File: src/rtl/multicycle_controller.sv
`default_nettype none
// ============================================================================
// Module   : multicycle_controller
// Function : multicycle control FSM with a shared ALU/memory port, memory
//            ready stall handling and a sticky bus-timeout flag.
// Revision : 1.0  initial release
// ============================================================================
module multicycle_controller #(
    parameter int OP_W        = 4,
    parameter int FUNCT_W     = 6,
    parameter int ALU_W       = 3,
    parameter int MEM_TIMEOUT = 15
) (
    input  logic               clk,
    input  logic               reset,
    input  logic [OP_W-1:0]    op,
    input  logic [FUNCT_W-1:0] funct,
    input  logic               zero,
    input  logic               mem_ready,
    output logic               pcWrite,
    output logic               irWrite,
    output logic               iorD,
    output logic               memRead,
    output logic               memWrite,
    output logic               regWrite,
    output logic [1:0]         regDst,
    output logic [1:0]         memToReg,
    output logic               aluSrcA,
    output logic [1:0]         aluSrcB,
    output logic [ALU_W-1:0]   aluCtrl,
    output logic [1:0]         pcSrc,
    output logic [3:0]         state,
    output logic               instr_done,
    output logic               illegal,
    output logic               halted,
    output logic               bus_err
);

    localparam int CNT_W = (MEM_TIMEOUT > 0) ? $clog2(MEM_TIMEOUT + 1) : 1;

    localparam logic [OP_W-1:0]  c_OP_R    = OP_W'(0);
    localparam logic [OP_W-1:0]  c_OP_ADDI = OP_W'(1);
    localparam logic [OP_W-1:0]  c_OP_LW   = OP_W'(2);
    localparam logic [OP_W-1:0]  c_OP_SW   = OP_W'(3);
    localparam logic [OP_W-1:0]  c_OP_BEQ  = OP_W'(4);
    localparam logic [OP_W-1:0]  c_OP_BNE  = OP_W'(5);
    localparam logic [OP_W-1:0]  c_OP_J    = OP_W'(6);
    localparam logic [OP_W-1:0]  c_OP_JAL  = OP_W'(7);
    localparam logic [OP_W-1:0]  c_OP_HALT = OP_W'(15);
    localparam logic [ALU_W-1:0] c_ALU_ADD = ALU_W'(3'b010);
    localparam logic [ALU_W-1:0] c_ALU_SUB = ALU_W'(3'b110);
    localparam logic [CNT_W-1:0] c_CNT_MAX = CNT_W'(MEM_TIMEOUT);

    typedef enum logic [3:0] {
        S_FETCH  = 4'd0,
        S_DECODE = 4'd1,
        S_MEMADR = 4'd2,
        S_MEMRD  = 4'd3,
        S_MEMWB  = 4'd4,
        S_MEMWR  = 4'd5,
        S_EXEC_R = 4'd6,
        S_ALUWB  = 4'd7,
        S_EXEC_I = 4'd8,
        S_BRANCH = 4'd9,
        S_JUMP   = 4'd10,
        S_HALT   = 4'd11
    } state_t;

    state_t           state_q, state_d;
    logic [CNT_W-1:0] cnt_q;
    logic             bus_err_q;

    logic w_is_r, w_is_addi, w_is_lw, w_is_sw, w_is_beq, w_is_bne;
    logic w_is_j, w_is_jal, w_is_halt, w_legal;
    logic w_wait_state, w_timeout;
    logic w_unused_funct;

    assign w_is_r    = (op == c_OP_R);
    assign w_is_addi = (op == c_OP_ADDI);
    assign w_is_lw   = (op == c_OP_LW);
    assign w_is_sw   = (op == c_OP_SW);
    assign w_is_beq  = (op == c_OP_BEQ);
    assign w_is_bne  = (op == c_OP_BNE);
    assign w_is_j    = (op == c_OP_J);
    assign w_is_jal  = (op == c_OP_JAL);
    assign w_is_halt = (op == c_OP_HALT);
    assign w_legal   = w_is_r | w_is_addi | w_is_lw | w_is_sw | w_is_beq |
                       w_is_bne | w_is_j | w_is_jal | w_is_halt;

    assign w_unused_funct = ^funct;

    // Only the three memory-access states can stall on mem_ready.
    assign w_wait_state = (state_q == S_FETCH) || (state_q == S_MEMRD) ||
                          (state_q == S_MEMWR);
    assign w_timeout    = w_wait_state && !mem_ready && (cnt_q == c_CNT_MAX);

    always_comb begin
        state_d = state_q;
        unique case (state_q)
            S_FETCH:  if (mem_ready) state_d = S_DECODE;
            S_DECODE: begin
                if (w_is_r)                   state_d = S_EXEC_R;
                else if (w_is_addi)           state_d = S_EXEC_I;
                else if (w_is_lw || w_is_sw)  state_d = S_MEMADR;
                else if (w_is_beq || w_is_bne) state_d = S_BRANCH;
                else if (w_is_j || w_is_jal)  state_d = S_JUMP;
                else if (w_is_halt)           state_d = S_HALT;
                else                          state_d = S_FETCH;
            end
            S_MEMADR: state_d = w_is_sw ? S_MEMWR : S_MEMRD;
            S_MEMRD:  if (mem_ready) state_d = S_MEMWB;
            S_MEMWB:  state_d = S_FETCH;
            S_MEMWR:  if (mem_ready) state_d = S_FETCH;
            S_EXEC_R: state_d = S_ALUWB;
            S_EXEC_I: state_d = S_ALUWB;
            S_ALUWB:  state_d = S_FETCH;
            S_BRANCH: state_d = S_FETCH;
            S_JUMP:   state_d = S_FETCH;
            S_HALT:   state_d = S_HALT;
            default:  state_d = S_FETCH;
        endcase
        if (w_timeout) state_d = S_HALT;
    end

    always_ff @(posedge clk) begin
        if (!reset) begin
            state_q   <= S_FETCH;
            cnt_q     <= '0;
            bus_err_q <= 1'b0;
        end else begin
            state_q <= state_d;
            if (w_timeout) bus_err_q <= 1'b1;
            if (w_wait_state && !mem_ready && !w_timeout) cnt_q <= cnt_q + 1'b1;
            else                                          cnt_q <= '0;
        end
    end

    always_comb begin
        pcWrite    = 1'b0;
        irWrite    = 1'b0;
        iorD       = 1'b0;
        memRead    = 1'b0;
        memWrite   = 1'b0;
        regWrite   = 1'b0;
        regDst     = 2'b00;
        memToReg   = 2'b00;
        aluSrcA    = 1'b0;
        aluSrcB    = 2'b00;
        aluCtrl    = '0;
        pcSrc      = 2'b00;
        instr_done = 1'b0;
        illegal    = 1'b0;
        unique case (state_q)
            S_FETCH: begin
                memRead = 1'b1;
                aluSrcB = 2'b01;
                aluCtrl = c_ALU_ADD;
                pcWrite = mem_ready;
                irWrite = mem_ready;
            end
            S_DECODE: begin
                aluSrcB = 2'b11;
                aluCtrl = c_ALU_ADD;
                illegal = ~w_legal;
            end
            S_MEMADR, S_EXEC_I: begin
                aluSrcA = 1'b1;
                aluSrcB = 2'b10;
                aluCtrl = c_ALU_ADD;
            end
            S_MEMRD: begin
                iorD    = 1'b1;
                memRead = 1'b1;
            end
            S_MEMWB: begin
                regWrite   = 1'b1;
                memToReg   = 2'b01;
                instr_done = 1'b1;
            end
            S_MEMWR: begin
                iorD       = 1'b1;
                memWrite   = 1'b1;
                instr_done = mem_ready;
            end
            S_EXEC_R: begin
                aluSrcA = 1'b1;
                aluCtrl = funct[ALU_W-1:0];
            end
            S_ALUWB: begin
                regWrite   = 1'b1;
                regDst     = w_is_r ? 2'b01 : 2'b00;
                instr_done = 1'b1;
            end
            S_BRANCH: begin
                aluSrcA    = 1'b1;
                aluCtrl    = c_ALU_SUB;
                pcSrc      = 2'b01;
                pcWrite    = w_is_beq ? zero : ~zero;
                instr_done = 1'b1;
            end
            S_JUMP: begin
                pcSrc      = 2'b10;
                pcWrite    = 1'b1;
                instr_done = 1'b1;
                if (w_is_jal) begin
                    regWrite = 1'b1;
                    regDst   = 2'b10;
                    memToReg = 2'b10;
                end
            end
            default: ;
        endcase
        // Reset must abort the current instruction with no side effects.
        if (!reset) begin
            pcWrite    = 1'b0;
            irWrite    = 1'b0;
            memRead    = 1'b0;
            memWrite   = 1'b0;
            regWrite   = 1'b0;
            instr_done = 1'b0;
            illegal    = 1'b0;
        end
    end

    assign state   = state_q;
    assign halted  = (state_q == S_HALT);
    assign bus_err = bus_err_q;

endmodule
`default_nettype wire
File: config.mk
export PLATFORM = sky130hd
export DESIGN_NAME = multicycle_controller
export DESIGN_NICKNAME = d
export VERILOG_FILES = /design/src/rtl/multicycle_controller.sv
export SDC_FILE = /design/constraint.sdc
export NUM_CORES = 1
export LEC_CHECK = 0
export BUFFER_PORTS_ARGS = -buffer_cell sky130_fd_sc_hd__buf_2
export CORE_ASPECT_RATIO = 0.8
export CORE_MARGIN = 3
export CORE_UTILIZATION = 50
export DETAILED_ROUTE_END_ITERATION = 10
export GPL_TIMING_DRIVEN = 0
export PLACE_DENSITY = 0.89
export REMOVE_ABC_BUFFERS = 1
export SETUP_SLACK_MARGIN = 0.4
export SYNTH_ARGS = -nofsm -noshare
export SYNTH_HDL_FRONTEND = slang
export SYNTH_SLANG_ARGS = --single-unit
File: constraint.sdc
create_clock -name clk -period 3 [get_ports clk]
set_input_delay 0.3 -clock clk [delete_from_list [all_inputs] [get_ports clk]]
set_output_delay 0.3 -clock clk [all_outputs]
set_load 0.01 [all_outputs]
# [Word-level counts from Yosys, hierarchy flattened]
# Index checks and enable logic that the tools add are counted.
[totals] reg_bits=9 latch_bits=0 ram_bits=0 rom_bits=0 input_bits=14 output_inout_bits=26 word_cells=103 n_memories=0
[classes] add_sub_neg=1 multipliers=0 div_mod_pow=0 order_cmp=0 eq_ne=26 n_shift=0 n_mux=37 bitwise=11 reduce_logical=24
[ops] cell="4-bit two-way mux" count=10
[ops] cell="4-bit by 3-bit == test with 1-bit output, second input constant" count=8
[ops] cell="4-bit case mux with 7 select lines" count=1
[ops] cell="4-bit == test, second input constant" count=6
[ops] cell="4-bit by 2-bit == test with 1-bit output, second input constant" count=4
[ops] cell="1-bit two-way mux" count=16
[ops] cell="2-bit case mux with 2 select lines" count=3
[ops] cell="2-bit OR reduction" count=6
[ops] cell="4-bit OR reduction" count=3
[ops] cell="3-bit != test, second input constant" count=3
[ops] cell="3-bit case mux with 3 select lines" count=1
[ops] cell="4-bit by 1-bit == test with 1-bit output, second input constant" count=2
[ops] cell="4-bit logical NOT" count=2
[ops] cell="1-bit bitwise OR" count=8
[ops] cell="2-bit != test, second input constant" count=3
[ops] cell="2-bit case mux with 3 select lines" count=1
[ops] cell="3-bit AND reduction" count=2
[ops] cell="1-bit logical OR" count=5
[ops] cell="4-bit by 1-bit adder with 4-bit output, second input constant" count=1
[ops] cell="1-bit case mux with 2 select lines" count=2
[ops] cell="1-bit logical AND" count=3
[ops] cell="3-bit two-way mux" count=1
[ops] cell="1-bit NOT" count=3
[ops] cell="1-bit case mux with 3 select lines" count=1
[ops] cell="3 further kinds" count=4

# [Longest topological paths before layout]
[logic_depth] ltp_word=12 mapped_depth=6 ltp_nobuf=4

# [Least setup slack after synthesis]
# No wires, ideal clock.
[synth_path] path_kind="reg2out" start="register state_q[3] (netlist: state[3])" end="output port aluCtrl[2]" t_arrival_ps=1478 t_required_ps=2700 path_slack_ps=1222 stages_incl_launch_ff=6 path_buffers=2 path_cell_list="dfxtp_1 -> buf_2 -> buf_1 -> nand2_1 -> nor3_1 -> a41o_1"
[synth_via] elab_chain_len=3 elab_cells_between_ends=8 classes_between="eq/ne: 5; mux: 1; reduce/logical: 2"
[synth_rtl] item="from (decl)" line_no="69" text="state_t state_q, state_d;"
[synth_rtl] item="from (signal assigned)" line_no="131" text="state_q <= state_d;"
[synth_rtl] item="4-bit by 1-bit == test with 1-bit output, or another cell as far along" line_no="153" text="unique case (state_q)"
[synth_rtl] item="4-bit OR reduction (no source line)"
[synth_rtl] item="3-bit case mux with 3 select lines *" line_no="153"
[synth_rtl] item="to (decl)" line_no="30" text="output logic [ALU_W-1:0] aluCtrl,"
# Mark *: on every way between the ends. The rest lies on a longest branch, timed or not.

# [Final worst setup path]
[layout_path] start="register state_q[1] (netlist: state[1])" end="output port regWrite"
[layout_via] elab_chain_len=4 elab_cells_between_ends=6 classes_between="eq/ne: 3; mux: 2; reduce/logical: 1"
[layout_rtl] item="4-bit by 3-bit == test with 1-bit output" line_no="153"
[layout_rtl] item="2-bit OR reduction (no source line)"
[layout_rtl] item="1-bit case mux with 2 select lines *" line_no="153"
[layout_rtl] item="1-bit two-way mux *" line_no="214" text="if (!reset) begin"
[layout_rtl] item="to (decl)" line_no="25" text="output logic regWrite,"
# Marks and branches as above.

==> results.md <==
* Clk_lat worst skew at 0.25 ns
* Clk pwr share at ~10%
* Most common cell in the netlist: nor2_1
* Die height at 43.8 um
* Peak Freq at roughly 430 MHz
* Worst hold stages at 2
* Worst Setup End Kind: output port
* Met2 Resource Use GR at 35.7%
* Port-buffer cells at 36
* Peak VDD IR at between 400 and 500 uV
* Die X at 53.3 um
* Top cell type by total area after synthesis: dfxtp_1
* CP peak stage delay at roughly 0.85 ns
* Worst hold start: reset
* Sequential power share at 29.0%
* Crit path time final at 2.35 ns
* Leakage at 0.520 nW
* Vias at ~1,000
* Core area at roughly 1700 um^2
* GP Congestion at ~0.80
* Final slew viol count at 0
* Final setup viols at 0
* R2R cell count at 4
* Post-route ant nets at 0
* Critical-path cell list: nand2b_1 -> nor4_1 -> o21a_1 -> buf_2
* Combinational share of power at roughly three fifths
* Grt peak-use layer: met2
* RSZ-0062 raised after global routing: false
* Hold-fix buffers at CTS at 0
* Buffer depth of the longest clock path at 2
* Top post-synthesis cells by count: 15 x nor2_1, 13 x nand2_1, 9 x dfxtp_1
* Post-CTS setup repair buffer count at 0
* Main synth FF type: dfxtp_1
* Syn-to-layout area delta at 19.9%
* Layout Skew at between 0.0015 and 0.002 ns
* Critical R2R Capture: state[2]$_SDFFE_PP0P_
* Area of the die at about 2300 um^2
* I/O pins at 40
* CP max stage cell: dfxtp_1
* Synthesized instance count at 122
* First-pass GRT wire length at between 3000 and 4000 um
* Hold Violations, Final at 0
* Ys async rst share at 0%
* CTS sink count at 9
* # diodes at 0
* Avg Inst Size Synth at ~7.3 um^2
* Number of synthesized flops with an enable pin at 0
* Sw frac at between 50% and 60%
* Power Dens Cells at around 840 nW/um^2
* WP data required at between 2 and 3 ns
* DRC errors left at 0
* Status: finished, final reports clean
* Warnings, synthesis at 0
* Family with the most delay on the worst path: flip-flops
* Ratio of cells with drive above 1 in the final layout at 28.5%
* Starting Density at a little over half
* Met3 GRT Util at roughly 4.1%
* Initial antenna violation count at 0
* Post-placement cell area at 1050 um^2
* CTS tree: built
* DRT Wirelength at between 2000 and 2500 um
* Crit share post-route at about four fifths
* Vias in the first global route at 865
* Clock Pin Slew Worst Setup and Hold Paths at 0.06 ns
* CP Class: register to output port
* DRT Pass-1 Iters at 5
* Cts bufs inserted at 3
* Iter 0 DRT Violations at 36
* CP Launch Type: register
* Switching power at approximately 0.46 mW
* Hold EP: state[1]$_SDFFE_PN0P_
* Setup TNS at 0 ns
* Row cnt at 13
* Max_cap viols at 0
* Crit-path max FO at 25
* Routing usage on met1 at 28.8%
* Synth top area cells: dfxtp_1 20%, nor2_1 6.3%, nand2_1 5.5%, xor2_1 3.9%, nand2b_1 3.5%
* Largest net degree at the start of global routing at 26
* Final nets at between 150 and 200
* CP Data Arrival Time at just over 2 ns
* Hold Crit Class: input port to register
* Filler cells at about 150
* Synth unique cells at 46
* Post-DP HPWL at 1820 um
* Synthesized area at 895 um^2
* Reg2reg start: state[1]$_SDFFE_PN0P_
* Grt total ovfl at 0
* Seq/Total Area, Yosys at between 20% and 30%
* Top cell type's share of synthesized area at 20.1%
* GRT Total Usage at roughly a fifth
* Root buf cell: clkbuf_4
* CTS H-tree depth at 1
* Relative slew slack at between 40% and 50%
* FF+latch count, synth at 9
* Vias per Instance at 5.90
* Final Cell Area at approximately 1100 um^2
* Actual slew at the worst max-slew pin at just over 0.8 ns
* Reg2Reg Setup Slack at approximately 0.95 ns
* CP bufs+invs at 1
* Wire length per cell at around 14 um
* Post_cts resized at 0
* Internal power at around 0.44 mW
power groups by stage:
stage                     combinational, mW  clock [mW]  sequential [mW]
after floorplan                       0.372           0            0.245
after global placement                0.529           0            0.257
after detailed placement              0.544           0            0.261
after CTS                             0.546      0.0939            0.258
after global routing                  0.603       0.105            0.274
final                                 0.547      0.0897            0.260
placed cells by master (no fill, tap or decap), drive strengths merged, types with 3 or more instances in the layout:
master,instances
nand2b,5
xor2,4
nor2,15
o21ai,4
o211ai,4
a21oi,3
clkbuf,4
inv,4
dfxtp,9
nand3,6
nor4,4
nand2,13
nor3,5
buf,36
final cells by class:
type | count | area (um^2) | area share (%)
clock buffer | 4 | 26.3 | 2.45
inverter | 4 | 15.0 | 1.40
timing repair buffer | 36 | 180 | 16.8
sequential | 9 | 180 | 16.8
tap | 22 | 27.5 | 2.57
multi-input combinational | 98 | 643 | 60.0
flip-flops by register name, summed over array words and instances (netlist names):
name	flops
cnt_q	4
state	4
bus_err	1
logic make-up after synthesis:
| kind of cell | synth area share (%) |
|---|---|
| AOI/OAI and AO/OA | 27.7 |
| xor gates and xnor gates | 6.71 |
| adders and majority gates | 1.40 |
| buffers and inverters | 7.97 |
| DFF | 20.1 |
| muxes | 1.12 |
| and+or+nand+nor | 35.0 |
worst max path at each step:
| stage | from | to | slack [ns] | depth (start not counted) |
|---|---|---|---|---|
| 2_1_floorplan | state[1]$_SDFFE_PN0P_ | regWrite | 0.91 | 3 |
| 3_3_place_gp | state[1]$_SDFFE_PN0P_ | regWrite | 0.96 | 4 |
| 3_5_place_dp | state[1]$_SDFFE_PN0P_ | regWrite | 0.94 | 4 |
| 4_1_cts | state[1]$_SDFFE_PN0P_ | regWrite | 0.65 | 4 |
| 5_1_grt | state[1]$_SDFFE_PN0P_ | regWrite | 0.47 | 4 |
| 6_report | state[1]$_SDFFE_PN0P_ | regWrite | 0.65 | 4 |
worst reg2reg max path, stage by stage (launching register included):
cell	delay (ns)
dfxtp_1	0.85
xnor2_2	0.18
a2111oi_4	0.58
and3_1	0.25
a22o_1	0.13
through the flow:
| stage | worst slack, ns | hold WS, ns | std cells | utilization [%] | total power, mW |
|---|---|---|---|---|---|
| after floorplan | 0.912 | 0.418 | 111 | - | 0.617 |
| after global placement | 0.962 | 0.433 | 169 | 63.0 | 0.786 |
| after detailed placement | 0.941 | 0.446 | 169 | 63.0 | 0.805 |
| after CTS | 0.653 | 0.386 | 173 | 64.6 | 0.898 |
| after global routing | 0.466 | 0.380 | 173 | 64.6 | 0.981 |
| final | 0.647 | 0.396 | 173 | 64.6 | 0.897 |
layer usage:
layer	part of all wire, %	vias to the layer above	routed length (um)
met3	8.5	0	202
li1	-	511	-
met4	0	0	0
met2	48	50	1140
met5	0	-	0
met1	43	459	1030
Note: power is estimated with default switching activity, not from simulation.
